## config.mk

```make
export PLATFORM = sky130hd
export DESIGN_NAME = result_unskew
export DESIGN_NICKNAME = d
export VERILOG_FILES = /design/src/rtl/result_unskew.sv
export SDC_FILE = /design/constraint.sdc
export NUM_CORES = 2
export LEC_CHECK = 0
export CAP_MARGIN = 15
export CORE_UTILIZATION = 47
export CTS_BUF_LIST = sky130_fd_sc_hd__clkbuf_8
export DETAILED_ROUTE_END_ITERATION = 10
export PLACE_DENSITY = 0.63
export SLEW_MARGIN = 10
export SYNTH_ARGS = -nofsm -noshare
export SYNTH_HDL_FRONTEND = slang
export SYNTH_SLANG_ARGS = --single-unit
```

## constraint.sdc

```tcl
create_clock -name clk -period 15.2 [get_ports clk]
set_input_delay 4.56 -clock clk [delete_from_list [all_inputs] [get_ports clk]]
set_output_delay 4.56 -clock clk [all_outputs]
set_load 0.005 [all_outputs]
```

## src/rtl/result_unskew.sv

```systemverilog
// result_unskew: rebuilds one ARRAY_SIZE x ARRAY_SIZE result matrix from the
// diagonal-skewed layout of a systolic-array result SRAM. Addresses
// 0..2*ARRAY_SIZE-2 each hold one anti-diagonal (i+j == address). After the
// whole matrix has been captured, it is streamed out one row per
// valid/ready handshake.
//
// Lane placement: element (i,j) of diagonal k = i+j sits in lane
// i + max(0, ARRAY_SIZE-1-k). The lanes this rule leaves empty must be zero.
// A nonzero empty lane sets the sticky fmt_err flag. The matrix is still
// built when that happens.
module result_unskew #(
  parameter int ARRAY_SIZE     = 8,
  parameter int OUT_DATA_WIDTH = 16,
  parameter int ADDR_WIDTH     = 6
) (
  input  logic                                 clk,
  input  logic                                 srst,
  input  logic                                 start,
  output logic [ADDR_WIDTH-1:0]                sram_raddr,
  input  logic [ARRAY_SIZE*OUT_DATA_WIDTH-1:0] sram_rdata,
  output logic                                 row_valid,
  input  logic                                 row_ready,
  output logic [$clog2(ARRAY_SIZE)-1:0]        row_idx,
  output logic [ARRAY_SIZE*OUT_DATA_WIDTH-1:0] row_data,
  output logic                                 busy,
  output logic                                 done,
  output logic                                 fmt_err
);

  localparam int LAST_DIAG = 2 * ARRAY_SIZE - 2;
  localparam int DW        = $clog2(2 * ARRAY_SIZE - 1);
  localparam int IW        = $clog2(ARRAY_SIZE);
  localparam int W         = OUT_DATA_WIDTH;

  typedef enum logic [2:0] {
    ST_IDLE  = 3'd0,
    ST_READ  = 3'd1,
    ST_DRAIN = 3'd2,
    ST_OUT   = 3'd3,
    ST_FIN   = 3'd4
  } state_t;

  state_t                   state_r;
  state_t                   state_nxt_s;

  logic [ADDR_WIDTH-1:0]    sram_raddr_r;
  logic                     cap_valid_r;
  logic [DW-1:0]            cap_diag_r;
  logic [W-1:0]             mat_r [ARRAY_SIZE][ARRAY_SIZE];

  logic                     row_valid_r;
  logic [IW-1:0]            row_idx_r;
  logic [ARRAY_SIZE*W-1:0]  row_data_r;
  logic                     busy_r;
  logic                     done_r;
  logic                     fmt_err_r;

  logic                     accept_start_s;
  logic                     raddr_last_s;
  logic                     hs_s;
  logic                     last_hs_s;
  logic [DW-1:0]            cap_dist_s;
  logic                     cap_bad_s;
  logic [IW-1:0]            load_idx_s;
  logic [ARRAY_SIZE*W-1:0]  load_row_s;

  // Lane of element (i,j) within its diagonal word.
  function automatic int lane_of(input int i, input int j);
    int k;
    k = i + j;
    if (k < ARRAY_SIZE - 1) begin
      return i + (ARRAY_SIZE - 1 - k);
    end else begin
      return i;
    end
  endfunction

  assign accept_start_s = (state_r == ST_IDLE) && start;
  assign raddr_last_s   = (sram_raddr_r == ADDR_WIDTH'(LAST_DIAG));
  assign hs_s           = row_valid_r && row_ready;
  assign last_hs_s      = (state_r == ST_OUT) && hs_s &&
                          (row_idx_r == IW'(ARRAY_SIZE - 1));

  // Next-state logic for the read / drain / output sequence.
  always_comb begin
    state_nxt_s = state_r;
    case (state_r)
      ST_IDLE: begin
        if (start) begin
          state_nxt_s = ST_READ;
        end else begin
          state_nxt_s = ST_IDLE;
        end
      end
      ST_READ: begin
        if (raddr_last_s) begin
          state_nxt_s = ST_DRAIN;
        end else begin
          state_nxt_s = ST_READ;
        end
      end
      ST_DRAIN: state_nxt_s = ST_OUT;
      ST_OUT: begin
        if (last_hs_s) begin
          state_nxt_s = ST_FIN;
        end else begin
          state_nxt_s = ST_OUT;
        end
      end
      ST_FIN:  state_nxt_s = ST_IDLE;
      default: state_nxt_s = ST_IDLE;
    endcase
  end

  // State register.
  always_ff @(posedge clk) begin
    if (srst) begin
      state_r <= ST_IDLE;
    end else begin
      state_r <= state_nxt_s;
    end
  end

  // Format check: lanes below |k-(ARRAY_SIZE-1)| are empty for diagonal k.
  always_comb begin
    cap_bad_s = 1'b0;
    if (cap_diag_r >= DW'(ARRAY_SIZE - 1)) begin
      cap_dist_s = cap_diag_r - DW'(ARRAY_SIZE - 1);
    end else begin
      cap_dist_s = DW'(ARRAY_SIZE - 1) - cap_diag_r;
    end
    for (int l = 0; l < ARRAY_SIZE; l++) begin
      if ((DW'(l) < cap_dist_s) && (sram_rdata[l*W +: W] != {W{1'b0}})) begin
        cap_bad_s = 1'b1;
      end else begin
        cap_bad_s = cap_bad_s;
      end
    end
  end

  // Row to present next: row 0 when entering OUT, else the following row.
  always_comb begin
    load_row_s = {(ARRAY_SIZE*W){1'b0}};
    if (state_r == ST_DRAIN) begin
      load_idx_s = {IW{1'b0}};
    end else begin
      load_idx_s = row_idx_r + 1'b1;
    end
    for (int j = 0; j < ARRAY_SIZE; j++) begin
      load_row_s[j*W +: W] = mat_r[load_idx_s][j];
    end
  end

  // Read address counter and sticky format-error flag.
  always_ff @(posedge clk) begin
    if (srst) begin
      sram_raddr_r <= {ADDR_WIDTH{1'b0}};
      fmt_err_r    <= 1'b0;
    end else begin
      if (accept_start_s) begin
        sram_raddr_r <= {ADDR_WIDTH{1'b0}};
      end else if ((state_r == ST_READ) && !raddr_last_s) begin
        sram_raddr_r <= sram_raddr_r + 1'b1;
      end
      if (accept_start_s) begin
        fmt_err_r <= 1'b0;
      end else if (cap_valid_r && cap_bad_s) begin
        fmt_err_r <= 1'b1;
      end
    end
  end

  // Capture tag: remembers which diagonal the SRAM returns next cycle.
  always_ff @(posedge clk) begin
    if (srst) begin
      cap_valid_r <= 1'b0;
      cap_diag_r  <= {DW{1'b0}};
    end else begin
      cap_valid_r <= (state_r == ST_READ);
      cap_diag_r  <= sram_raddr_r[DW-1:0];
    end
  end

  // Matrix store: scatter each captured diagonal into its row/column slots.
  always_ff @(posedge clk) begin
    if (srst || accept_start_s) begin
      for (int i = 0; i < ARRAY_SIZE; i++) begin
        for (int j = 0; j < ARRAY_SIZE; j++) begin
          mat_r[i][j] <= {W{1'b0}};
        end
      end
    end else if (cap_valid_r) begin
      for (int i = 0; i < ARRAY_SIZE; i++) begin
        for (int j = 0; j < ARRAY_SIZE; j++) begin
          if (cap_diag_r == DW'(i + j)) begin
            mat_r[i][j] <= sram_rdata[lane_of(i, j)*W +: W];
          end
        end
      end
    end
  end

  // Output side: row stream registers, busy and the done pulse.
  always_ff @(posedge clk) begin
    if (srst) begin
      row_valid_r <= 1'b0;
      row_idx_r   <= {IW{1'b0}};
      row_data_r  <= {(ARRAY_SIZE*W){1'b0}};
      busy_r      <= 1'b0;
      done_r      <= 1'b0;
    end else begin
      done_r <= last_hs_s;
      busy_r <= (state_nxt_s != ST_IDLE);
      case (state_r)
        ST_IDLE: begin
          if (start) begin
            row_valid_r <= 1'b0;
            row_idx_r   <= {IW{1'b0}};
          end
        end
        ST_DRAIN: begin
          row_valid_r <= 1'b1;
          row_idx_r   <= {IW{1'b0}};
          row_data_r  <= load_row_s;
        end
        ST_OUT: begin
          if (hs_s) begin
            if (last_hs_s) begin
              row_valid_r <= 1'b0;
            end else begin
              row_idx_r  <= row_idx_r + 1'b1;
              row_data_r <= load_row_s;
            end
          end
        end
        default: begin
          row_valid_r <= row_valid_r;
        end
      endcase
    end
  end

  assign sram_raddr = sram_raddr_r;
  assign row_valid  = row_valid_r;
  assign row_idx    = row_idx_r;
  assign row_data   = row_data_r;
  assign busy       = busy_r;
  assign done       = done_r;
  assign fmt_err    = fmt_err_r;

endmodule

```

# Word level (Yosys, flattened, before mapping)
# Memory sizes are Yosys's and may differ from the RTL's.
# Cells that the tools add are included.
[totals] memories=1 in_bits=132 ramBits=1024 wordCells=551 register_bits=149
[mem_list] name="mat_r" words=8 word_bits=128 read_ports=1 rd_ports_with_merged_regs=0 write_ports=8 line="49" source="logic [W-1:0] mat_r [ARRAY_SIZE][ARRAY_SIZE];"
[op_classes] reduce_logical=33 n_mux=343 eq_ne=23 n_lt_le_gt_ge=9 bitwise_logic=64 shifts=64 add_sub_neg=4
[op_table] cell="indexed part select 128 x 32 -> 16 bit" count=64
[op_table] cell="2-to-1 mux 28 bit" count=192
[op_table] cell="2-to-1 mux 16 bit" count=64
[op_table] cell="2-to-1 mux 128 bit" count=2
[op_table] cell="one-hot mux 128 bit (2 select lines)" count=1
[op_table] cell="nonzero test 16 bit" count=8
[op_table] cell="2-to-1 mux 1 bit" count=74
[op_table] cell="OR 1 bit" count=64
[op_table] cell="equality test 4 bit (second input constant)" count=7
[op_table] cell="equality test 4 x 3 -> 1 bit (second input constant)" count=4
[op_table] cell="< comparator 3 x 4 -> 1 bit (first input constant)" count=4
[op_table] cell="2-to-1 mux 3 bit" count=5
[op_table] cell="logical AND 1 bit" count=14
[op_table] cell="one-hot mux 3 bit (4 select lines)" count=1
[op_table] cell="one-hot mux 3 bit (3 select lines)" count=1
[op_table] cell="equality test 4 x 2 -> 1 bit (second input constant)" count=2
[op_table] cell="< comparator 1 x 4 -> 1 bit (first input constant)" count=2
[op_table] cell="< comparator 2 x 4 -> 1 bit (first input constant)" count=2
[op_table] cell="inequality test 2 bit (second input constant)" count=4
[op_table] cell="AND reduction 4 bit" count=2
[op_table] cell="adder 6 x 1 -> 6 bit (second input constant)" count=1
[op_table] cell="equality test 3 x 2 -> 1 bit (second input constant)" count=2
[op_table] cell="equality test 6 x 4 -> 1 bit (second input constant)" count=1
[op_table] cell="nonzero test 3 bit" count=2
[op_table] cell="17 further kinds" count=17

# Longest topological paths before layout
[depth] word_depth=13 depth_mapped=10 ltp_nobuf=7

# Least setup slack after synthesis
# OpenSTA, ideal clock, no wires.
[synth_path] path_kind="in2reg" startpoint="input srst" endpoint="memory mat_r[0][48] (netlist name), enable pin" t_arrival_ps=7597 stages=4 path_buffers=2 path_slack_ps=6365 path_cell_list="clkbuf_1 > nor2_1 > clkbuf_1 > o21ai_0"
[synth_rtl] element="start: declaration" line="17" source="input logic srst,"
[synth_rtl] element="end: declaration" line="49"

==> summary.txt <==
Run status
  – Status: finished clean

STA
  – Final hold violations: 0
  – Max-Slew Margin vs Limit: 15.9%
  – RSZ-0062 raised after global routing: no
  – Final worst-path cycle share: 47.6%
  – Max-slew violations: 0
  – Hold slack: 498 ps
  – Fin crit period: 7240 ps
  – Fmax: 138 MHz
  – Worst slew pin tran: 1260 ps
  – Max Clock Skew: 34.5 ps
  – Setup violations, final: 0
  – Post-Route Setup TNS: 0 ps

Critical path
  – Reg2Reg Depth: 8
  – Levels on crit path: 8
  – CP endpoint: mat_r[5][43]
  – Critical path startpoint category: input pin
  – Buffer and inverter count on the worst path: 3
  – Setup CP Type: input pin to flop
  – RR Endpoint: row_data[116]
  – Worst reg2reg setup slack: 9970 ps
  – CP top delay family: simple AND/OR/NAND/NOR gates
  – Worst-path cell chain: clkdlybuf4s50_1 -> nor4b_1 -> buf_4 -> nor2_4 -> nand3_1 -> nor2_4 -> buf_4 -> and2_1
  – Crit-path max FO: 64
  – R2R Path Start: row_idx[0]
  – Crit. End Element: flop
  – Crit path launch: start
  – Worst-path cell with the longest stage delay: nor2_4
  – Largest stage delay on the critical path: 850 ps
  – Arr. time, crit path: 7950 ps
  – WP data required: 15,910 ps

Finish
  – Final instance area: 58,600 µm²
  – Final #Nets: 3,900
  – Area grow syn2layout: 15.8%
  – Share of cells above drive strength 1: 13.3%
  – Finished Core Util: 55.3%

Yosys
  – Syn_area_per_cell: 14.5 µm²
  – Post-synth top flop: edfxtp_1
  – FFs w/ async S/R, synth: 0%
  – Synth top area cells: edfxtp_1 (61%), and2_1 (8.0%), mux2i_1 (7.6%)
  – Ys Warns: 0
  – Mapped Cells: 3,477
  – Library cells used by synthesis: 56
  – Synth Register Bits: 1,173
  – Sequential area share after synthesis: 66.7%
  – Synth top area share: 60.8%
  – Number of flops mapped to enable cells by yosys: 1,024
  – Synth area leader: edfxtp_1
  – Synth Net Count: 3,619
  – Synthesized cell area: 50,600 µm²

Drt
  – DRT Pass-1 Iters: 6
  – Routed vias: 32,900
  – DRC Markers: 0
  – Wire per inst: 31.8 µm
  – Vias per cell: 6.14
  – DRT Wirelength: 171 mm
  – Initial DRC Count: 4,098
  – Final ANT Viol Nets: 0

Pwr
  – Power Internal: 5120 µW
  – Clk network pwr share: 39.1%
  – Flop pwr share: 55.3%
  – Switching power total: 1600 µW
  – Peak supply drop: 66.7 µV
  – Power Total: 6710 µW
  – P per Cell Area: 115 nW/µm²
  – Switching share of power: 23.8%
  – Combinational power share: 5.6%
  – Leak: 0.0238 µW

Floorplanning
  – Die area: 109,000 µm²
  – Core Area: 106,000 µm²
  – IO Pins: 273
  – Die height: 330 µm
  – Initial Util: 47.7%
  – Rows: 119
  – Die X: 330 µm

Placement
  – DP HPWL: 94.4 mm
  – IO Port Bufs: 272
  – Dpl cell area: 54,800 µm²
  – Global placer's final weighted congestion: 0.854

Clock network
  – Clk slew on worst S/H paths: 50 ps
  – TritonCTS buffer count: 189
  – CTS tree: done
  – Worst skew pair latency: 870 ps
  – Root Driver: clkbuf_8
  – Post-CTS setup buffer count: 0
  – Clk sinks: 1,173
  – Cts repair resizes: 0
  – Hold_buf cts: 0
  – Max clock buf depth: 3
  – Htree depth: 4

Hold path
  – Hold WC Path Type: flop to flop

Run
  – Max_cap viols: 0

GRT
  – First-pass GRT wire length: 236 mm
  – Gr usage total: 31.0%
  – Largest net degree at the start of global routing: 146
  – Total grt overflow: 0
  – Initial antenna violation count: 36
  – Vias in the first global route: 31,600
[logic make-up after synthesis]
| logic type | Yosys count | synth area share, % |
|---|---|---|
| DFF | 1173 | 66.7 |
| and+or+nand+nor | 1030 | 11.9 |
| AOI/OAI and AO/OA | 562 | 10.4 |
| muxes | 386 | 7.67 |
| buffers and inverters | 311 | 2.95 |
| adders and majority gates | 10 | 0.247 |
| xor gates and xnor gates | 5 | 0.0866 |
[synth_stat cells, types with 11 or more instances]
cell,instances
edfxtp_1,1024
and2_1,643
mux2i_1,384
clkbuf_1,218
nor2_1,155
dfxtp_1,149
a211oi_1,130
and3_1,130
a211o_1,127
o22a_1,127
a311oi_2,101
buf_2,33
nor4_1,33
buf_4,32
a311oi_1,29
o21ai_0,28
nand2_1,14
nor3_1,12
buf_8,11
[power by group through the flow]
stage               logic, µW  clock network (µW)  registers (µW)
floorplan                 153                   0            3790
global placement          367                   0            3770
detailed placement        369                   0            3780
CTS                       370                2640            3710
global route              384                2780            3730
finish                    377                2620            3710
[layout by cell type (no fill, tap or decap), drive strengths merged, types with 2 or more instances in the layout]
master,Yosys,routed
a311oi,130,130
nand2b,7,7
o221ai,2,2
mux2i,384,384
and3,130,130
inv,8,105
nor2,155,155
edfxtp,1024,1024
nand2,18,18
nand3,5,5
bufinv,0,2
nor4,33,33
diode,0,47
a211oi,130,130
clkbuf,220,217
clkinvlp,0,3
a41oi,3,3
a21oi,4,4
o22a,127,127
buf,83,126
and2,643,643
clkinv,0,35
or2,2,2
nand4,5,5
ha,10,10
a211o,127,127
nor3,12,12
nor2b,10,10
and4,4,4
or3b,2,2
o21ai,28,28
clkdlybuf4s50,0,267
xor2,4,4
dfxtp,149,149
[state kept, by name, summed over array words and instances (netlist names)]
signal,flops
cap_valid_r,1
row_idx,3
mat_r,1024
done,1
sram_raddr,6
state_r,3
row_valid,1
fmt_err,1
cap_diag_r,4
row_data,128
busy,1
[tightest hold or removal path, delay by kind of cell, from the launching register on]
kind | cells | cell delay (ps)
AOI/OAI and AO/OA | 1 | 50
DFF | 1 | 310
and+or+nand+nor | 1 | 90
[final cells by class]
cell class	instances	area [µm²]
Clock inverter	137	656
Sequential cell	1173	33700
Multi-Input combinational cell	1993	15700
Tap cell	1391	1740
Clock buffer	217	2990
Fill cell	8681	47400
Timing Repair Buffer	393	3640
Antenna cell	47	118
Inverter	8	30.0
[how the worst min path moves through the flow]
stage	cells after the start	start	to
floorplan	2	row_data[54]	row_data[54]
global placement	2	row_data[75]	row_data[75]
detailed placement	2	row_data[71]	row_data[71]
CTS	2	row_data[71]	row_data[71]
global route	2	row_data[56]	row_data[56]
finish	2	row_data[71]	row_data[71]
[stage by stage]
step	cells	setup WS, ps
after floorplan	3477	6370
after global placement	4958	7200
after detailed placement	4958	7130
after CTS	5312	8050
after global routing	5316	7860
final	5359	7960
[layer usage]
metal  vias to the layer above  global-route usage, %  wire (µm)
met2                      1943                   47.6      78700
met1                     16700                   40.5      65600
met5                         -                  0.435         12
met4                         2                   16.5       8520
li1                      13900                      -          -
met3                       388                   7.72      17700
(Power assumes the default switching activity.)
